--- src/rtl/adder_pkg.sv ---
`default_nettype none
// +----------------------------------------------------------------------+
// | adder_pkg : shared types and helpers for the pipelined add/sub unit  |
// | rev 1.0                                                              |
// +----------------------------------------------------------------------+
package adder_pkg;

  typedef enum logic {
    OP_ADD = 1'b0,
    OP_SUB = 1'b1
  } op_e;

  function automatic int num_stages(input int width, input int seg);
    return width / seg;
  endfunction

  // Subtraction is A + ~B + 1, so B is inverted bit-wise and the carry forced.
  function automatic logic eff_b_bit(input logic b, input logic sub);
    return b ^ sub;
  endfunction

  function automatic logic eff_cin(input logic cin, input logic sub);
    return sub ? 1'b1 : cin;
  endfunction

  // Returns {carry_out, sum} of a single full-adder cell.
  function automatic logic [1:0] full_add(input logic x, input logic y, input logic c);
    return {(x & y) | (c & (x ^ y)), x ^ y ^ c};
  endfunction

endpackage
`default_nettype wire

--- src/rtl/pipelined_adder_if.sv ---
`default_nettype none
// +----------------------------------------------------------------------+
// | pipelined_adder_if : operand/result handshake bundle                 |
// | rev 1.0                                                              |
// +----------------------------------------------------------------------+
interface pipelined_adder_if #(
  parameter int WIDTH = 16
);
  logic             in_valid;
  logic             in_ready;
  logic [WIDTH-1:0] a;
  logic [WIDTH-1:0] b;
  logic             cin;
  logic             sub;
  logic             out_valid;
  logic             out_ready;
  logic [WIDTH-1:0] sum;
  logic             cout;
  logic             ovf;

  modport master (
    output in_valid, a, b, cin, sub, out_ready,
    input  in_ready, out_valid, sum, cout, ovf
  );

  modport slave (
    input  in_valid, a, b, cin, sub, out_ready,
    output in_ready, out_valid, sum, cout, ovf
  );
endinterface
`default_nettype wire

--- src/rtl/adder_slice.sv ---
`default_nettype none
// +----------------------------------------------------------------------+
// | adder_slice : SEG-bit combinational ripple of full-adder cells       |
// | rev 1.0                                                              |
// +----------------------------------------------------------------------+
module adder_slice
  import adder_pkg::*;
#(
  parameter int SEG = 4
) (
  input  logic [SEG-1:0] a,
  input  logic [SEG-1:0] b,
  input  logic           cin,
  output logic [SEG-1:0] s,
  output logic           cout,
  output logic           c_msb
);

  always_comb begin
    logic w_c;
    s     = '0;
    c_msb = 1'b0;
    w_c   = cin;
    for (int i = 0; i < SEG; i++) begin
      if (i == SEG - 1) c_msb = w_c;
      {w_c, s[i]} = full_add(a[i], b[i], w_c);
    end
    cout = w_c;
  end

endmodule
`default_nettype wire

--- src/rtl/pipelined_adder.sv ---
`default_nettype none
// +----------------------------------------------------------------------+
// | pipelined_adder : WIDTH-bit add/sub, one SEG-bit slice per stage,    |
// |                   valid/ready with a single global stall enable      |
// | rev 1.0                                                              |
// +----------------------------------------------------------------------+
module pipelined_adder
  import adder_pkg::*;
#(
  parameter int WIDTH = 16,
  parameter int SEG   = 4
) (
  input  logic              clk,
  input  logic              rst_n,
  pipelined_adder_if.slave  bus
);

  localparam int STAGES = num_stages(WIDTH, SEG);

  if (WIDTH % SEG != 0) begin : g_bad_width
    $error("pipelined_adder: WIDTH (%0d) must be a multiple of SEG (%0d)", WIDTH, SEG);
  end

  op_e              w_op;
  logic             w_sub;
  logic [WIDTH-1:0] w_b_eff;
  logic             w_cin_eff;
  logic             w_out_v;
  logic             w_adv;
  logic             r_ovf;

  assign w_op      = op_e'(bus.sub);
  assign w_sub     = (w_op == OP_SUB);
  assign w_cin_eff = eff_cin(bus.cin, w_sub);

  always_comb begin
    w_b_eff = '0;
    for (int i = 0; i < WIDTH; i++) begin
      w_b_eff[i] = eff_b_bit(bus.b[i], w_sub);
    end
  end

  // Whole pipeline moves as one; a held result freezes every stage.
  assign w_adv        = !w_out_v || bus.out_ready;
  assign bus.in_ready = w_adv;

  for (genvar k = 0; k < STAGES; k++) begin : g_stage
    localparam int LO  = k * SEG;
    localparam int REM = WIDTH - LO;

    logic              w_v_in;
    logic              w_c_in;
    logic [REM-1:0]    w_a_rem;
    logic [REM-1:0]    w_b_rem;
    logic [SEG-1:0]    w_s;
    logic              w_co;
    logic              w_cm;
    logic [LO+SEG-1:0] w_s_nxt;

    logic              r_v;
    logic              r_c;
    logic [LO+SEG-1:0] r_s;

    if (k == 0) begin : g_head
      assign w_v_in  = bus.in_valid;
      assign w_c_in  = w_cin_eff;
      assign w_a_rem = bus.a;
      assign w_b_rem = w_b_eff;
      assign w_s_nxt = w_s;
    end else begin : g_body
      assign w_v_in  = g_stage[k-1].r_v;
      assign w_c_in  = g_stage[k-1].r_c;
      assign w_a_rem = g_stage[k-1].g_skew.r_a;
      assign w_b_rem = g_stage[k-1].g_skew.r_b;
      assign w_s_nxt = {w_s, g_stage[k-1].r_s};
    end

    adder_slice #(
      .SEG (SEG)
    ) u_slice (
      .a     (w_a_rem[SEG-1:0]),
      .b     (w_b_rem[SEG-1:0]),
      .cin   (w_c_in),
      .s     (w_s),
      .cout  (w_co),
      .c_msb (w_cm)
    );

    always_ff @(posedge clk or negedge rst_n) begin
      if (!rst_n) begin
        r_v <= 1'b0;
        r_c <= 1'b0;
        r_s <= '0;
      end else if (w_adv) begin
        r_v <= w_v_in;
        r_c <= w_co;
        r_s <= w_s_nxt;
      end
    end

    // Operand bits not yet summed ride along until their slice is reached.
    if (k < STAGES - 1) begin : g_skew
      logic [REM-SEG-1:0] r_a;
      logic [REM-SEG-1:0] r_b;
      logic               w_unused_cm;

      assign w_unused_cm = w_cm;

      always_ff @(posedge clk or negedge rst_n) begin
        if (!rst_n) begin
          r_a <= '0;
          r_b <= '0;
        end else if (w_adv) begin
          r_a <= w_a_rem[REM-1:SEG];
          r_b <= w_b_rem[REM-1:SEG];
        end
      end
    end else begin : g_last
      always_ff @(posedge clk or negedge rst_n) begin
        if (!rst_n) begin
          r_ovf <= 1'b0;
        end else if (w_adv) begin
          r_ovf <= w_cm ^ w_co;
        end
      end

      assign w_out_v       = r_v;
      assign bus.out_valid = r_v;
      assign bus.sum       = r_s;
      assign bus.cout      = r_c;
      assign bus.ovf       = r_ovf;
    end
  end

endmodule
`default_nettype wire

--- src/flat_wrapper.sv ---
// flat-port wrapper written by rule: the top's interface ports become plain ports
module pipelined_adder_flat import adder_pkg::*;
#(
  parameter int WIDTH = 16,
  parameter int SEG   = 4
)
  (clk, rst_n, bus_in_valid, bus_a, bus_b, bus_cin, bus_sub, bus_out_ready, bus_in_ready, bus_out_valid, bus_sum, bus_cout, bus_ovf);
  pipelined_adder_if #(.WIDTH(WIDTH)) bus_i ();
  input  logic clk;
  input  logic rst_n;
  input wire logic [$bits(bus_i.in_valid)-1:0] bus_in_valid;
  input wire logic [$bits(bus_i.a)-1:0] bus_a;
  input wire logic [$bits(bus_i.b)-1:0] bus_b;
  input wire logic [$bits(bus_i.cin)-1:0] bus_cin;
  input wire logic [$bits(bus_i.sub)-1:0] bus_sub;
  input wire logic [$bits(bus_i.out_ready)-1:0] bus_out_ready;
  output wire logic [$bits(bus_i.in_ready)-1:0] bus_in_ready;
  output wire logic [$bits(bus_i.out_valid)-1:0] bus_out_valid;
  output wire logic [$bits(bus_i.sum)-1:0] bus_sum;
  output wire logic [$bits(bus_i.cout)-1:0] bus_cout;
  output wire logic [$bits(bus_i.ovf)-1:0] bus_ovf;
  assign bus_i.in_valid = bus_in_valid;
  assign bus_i.a = bus_a;
  assign bus_i.b = bus_b;
  assign bus_i.cin = bus_cin;
  assign bus_i.sub = bus_sub;
  assign bus_i.out_ready = bus_out_ready;
  assign bus_in_ready = bus_i.in_ready;
  assign bus_out_valid = bus_i.out_valid;
  assign bus_sum = bus_i.sum;
  assign bus_cout = bus_i.cout;
  assign bus_ovf = bus_i.ovf;
  pipelined_adder #(.WIDTH(WIDTH), .SEG(SEG)) u_core (.clk(clk), .rst_n(rst_n), .bus(bus_i));
endmodule
--- config.mk ---
export PLATFORM = sky130hd
export DESIGN_NAME = pipelined_adder_flat
export DESIGN_NICKNAME = d
export VERILOG_FILES = /design/src/rtl/adder_pkg.sv /design/src/rtl/pipelined_adder_if.sv /design/src/rtl/adder_slice.sv /design/src/rtl/pipelined_adder.sv /design/src/flat_wrapper.sv
export SDC_FILE = /design/constraint.sdc
export NUM_CORES = 1
export LEC_CHECK = 0
export BUFFER_PORTS_ARGS = -buffer_cell sky130_fd_sc_hd__buf_2
export CAP_MARGIN = 20
export CORE_MARGIN = 2
export CORE_UTILIZATION = 45
export DETAILED_ROUTE_END_ITERATION = 8
export SLEW_MARGIN = 20
export SYNTH_ARGS = -nofsm -noshare
export SYNTH_HDL_FRONTEND = slang
export SYNTH_HIERARCHICAL = 1
export SYNTH_SLANG_ARGS = --single-unit
export TNS_END_PERCENT = 50
--- constraint.sdc ---
create_clock -name clk -period 2.9 [get_ports clk]
set_clock_uncertainty 0.1 [all_clocks]
set_input_delay 0.435 -clock clk [delete_from_list [all_inputs] [get_ports clk]]
set_output_delay 0.435 -clock clk [all_outputs]
set_load 0.02 [all_outputs]
==> results by group <==
Run status
  – Status: complete, no violations

Clocking
  – CTS sink cnt: just under 100
  – CTS Buffer Depth: 2
  – Root buf cell: clkbuf_8
  – Clk_lat worst skew: roughly 0.35 ns
  – Hold bufs inserted after CTS: 1
  – CTS tree: done
  – TritonCTS Buffers: 9
  – Clk slew on worst S/H paths: roughly 0.090 ns
  – Clock H-tree levels: 3
  – Number of buffers added for setup after CTS: 0
  – Post_cts resized: 0

Drt
  – DRC errors left: 0
  – DR pass1 iterations: 4
  – Via count: approximately 2,100
  – Drt via density: between 4 and 5
  – Antenna viol nets, final: 0
  – Drt initial violations: 47
  – Wire length per cell: ~13 um
  – Final wirelength: roughly 6200 um

Finish
  – # nets final: 397
  – Commonest non-fill, non-tap cell in the layout: dfrtp_1
  – Diode count: 0
  – Multi-input combinational cell area: 1640 um2
  – Layout fillers: approximately 820
  – Area Growth Syn to Fin: 15.1%
  – Most frequent cells in the layout: dfrtp_1, mux2_2, buf_2
  – Seq. cell area: approximately 2400 um2
  – Layout cells sized above 1: 0.503

Timing
  – Final setup viols: 0
  – Period utilization: 0.854
  – Final hold vios: 0
  – RSZ-0062 raised after global routing: false
  – Slew of the pin with the lowest slew margin: about 0.59 ns
  – Minimum clock period: 2.48 ns
  – Slew Limit Fails: 0
  – Max-slew headroom: 0.608
  – Maximum clock frequency: approximately 0.4 GHz
  – Total negative slack: 0 ns

Synth
  – Register area share after synthesis: 0.563
  – Cells after Synth: 282
  – Distinct cells, synth: 12
  – Syn Area/Cell: between 15 and 20 um2
  – Ys Warns: 6
  – Syn_nets: ~340
  – Synthesized flop and latch total: 97
  – Post-Synthesis Cell Area: around 4300 um2

Power and ir drop
  – Total Power: between 5 and 6 mW
  – PD cells: 1040 nW/um2
  – Leak Pwr: ~2.4 nW
  – Max VDD drop: roughly 0.44 mV

Worst setup path
  – CP cell instances: inv_1 -> fa_1 -> inv_1 -> fa_1 -> inv_1 -> fa_1 -> inv_1 -> fa_1 -> mux2_2
  – Crit path capture type: register
  – Critical Path RT: between 3 and 4 ns
  – Slowest-stage cell, CP: fa_1
  – CP bufs+invs: 4
  – Worst-path fanout max: 2
  – Worst stage delay on the critical path: between 0.4 and 0.5 ns
  – CP Launch Type: register
  – Worst path arrival time: 2.62 ns
  – Cell family with most CP delay: adder cells
  – Crit path kind: reg -> reg

Place
  – GPL Wtd Cong: around 0.67
  – Dpl hpwl: between 4000 and 5000 um
  – Port Buffers: 57

Floorplan
  – Cell row count: 35
  – Die Height: around 100 um
  – Die Width: 102 um
  – Core Area: 9280 um2
  – Die ar.: 10,400 um2
  – Initial Util: 0.465
  – Io pins: 58

Job
  – Max_cap viols: 0

Global routing
  – Vias in the first global route: about 2,200
  – Initial antenna violation count: 0
  – Largest net degree at the start of global routing: 62
  – Total GRT Usage: 0.139
  – Met3 usage: 0.0383
  – Global-route wire length before repair: between 10,000 and 15,000 um
  – Routing usage on met1: 0.208
  – Grt peak-use layer: met1
  – Grt met2 use: 0.196
  – Gr ovfl total: 0

Hold path
  – Worst hold path type: in -> reg
worst register-to-register path, delay by kind of cell (launching register included):
kind	cells	cell delay, ns
adders and majority gates	4	1.37
buffers and inverters	4	0.30
DFF	1	0.35
muxes	1	0.26
metrics by stage:
step	hold slack, ns	utilization	worst slack [ns]	cells	instance area [um2]
after floorplan	0.0394	-	0.0517	282	4320
after global placement	0.340	0.510	0.137	460	4730
after detailed placement	0.332	0.510	0.126	460	4730
after CTS	0.187	0.535	0.405	477	4960
after global routing	0.179	0.535	0.254	477	4960
final	0.207	0.535	0.423	477	4960
state kept, by name, indices dropped and copies added, names as in the netlist:
| register | flops |
|---|---|
| u_core/g_stage.g_skew.r_a | 24 |
| u_core/bus.out_valid | 1 |
| u_core/g_stage.r_s | 24 |
| u_core/g_stage.g_skew.r_b | 24 |
| u_core/g_stage.r_v | 3 |
| u_core/bus.sum | 16 |
| u_core/g_stage.r_c | 3 |
| u_core/bus.cout | 1 |
| u_core/bus.ovf | 1 |
cell type report:
cell class / instances / share of cell area
Inverter: 40 / 0.0302
Clock inverter: 6 / 0.0187
Clock buffer: 10 / 0.0257
Timing Repair Buffer: 63 / 0.0726
Tap cell: 129 / 0.0325
Multi-Input combinational cell: 132 / 0.331
Sequential cell: 97 / 0.489
synthesized netlist by cell type:
master	number	share of area
xor2_1	17	0.035
dfrtp_1	97	0.56
fa_1	16	0.074
mux2_2	78	0.20
buf_2	8	0.0093
nand2b_1	1	0.0015
buf_6	4	0.010
nand2b_4	1	0.0032
buf_4	1	0.0017
mux2_4	18	0.063
or2_2	1	0.0015
inv_1	40	0.035
path summary, 6_finish.rpt:
path / startpoint / endpoint / slack, ns / cells after the start
max reg2reg: u_core/g_stage[2].g_skew.r_a[0]$_DFFE_PN0P_ / u_core/bus.sum[15]$_DFFE_PN0P_ / 0.42 / 9
min: bus_a[11] / u_core/g_stage[0].g_skew.r_a[7]$_DFFE_PN0P_ / 0.21 / 2
max: u_core/g_stage[2].g_skew.r_a[0]$_DFFE_PN0P_ / u_core/bus.sum[15]$_DFFE_PN0P_ / 0.42 / 9
min reg2reg: u_core/g_stage[2].r_v$_DFFE_PN0P_ / u_core/bus.out_valid$_DFFE_PN0P_ / 0.38 / 1
max in group asynchronous: rst_n / u_core/g_stage[0].g_skew.r_b[5]$_DFFE_PN0P_ / 1.53 / 3
min in group asynchronous: rst_n / u_core/bus.sum[3]$_DFFE_PN0P_ / 0.48 / 2
power by group:
| group | total (mW) | internal, mW | switching (mW) |
|---|---|---|---|
| registers | 2.27 | 1.97 | 0.306 |
| logic | 1.94 | 1.10 | 0.843 |
| clock network | 0.947 | 0.489 | 0.458 |
logic make-up (layout without fill, tap and decap cells):
family                   Yosys count  count (layout)  share of synthesized area
XOR/XNOR                          17              17                     0.0345
flip-flops                        97              97                      0.563
multiplexers                      96              96                      0.266
AND/OR/NAND/NOR                    3               3                    0.00609
buffers and inverters             53             119                     0.0563
adder cells (fa/ha/maj)           16              16                     0.0742
metal layers:
metal	part of all wire	vias to the layer above	wire length, um
met5	0	-	0
met4	0.017	0	104
met3	0.045	9	280
met2	0.44	36	2710
met1	0.50	1054	3130
li1	-	1032	-
Note: power is estimated with default switching activity, not from simulation.
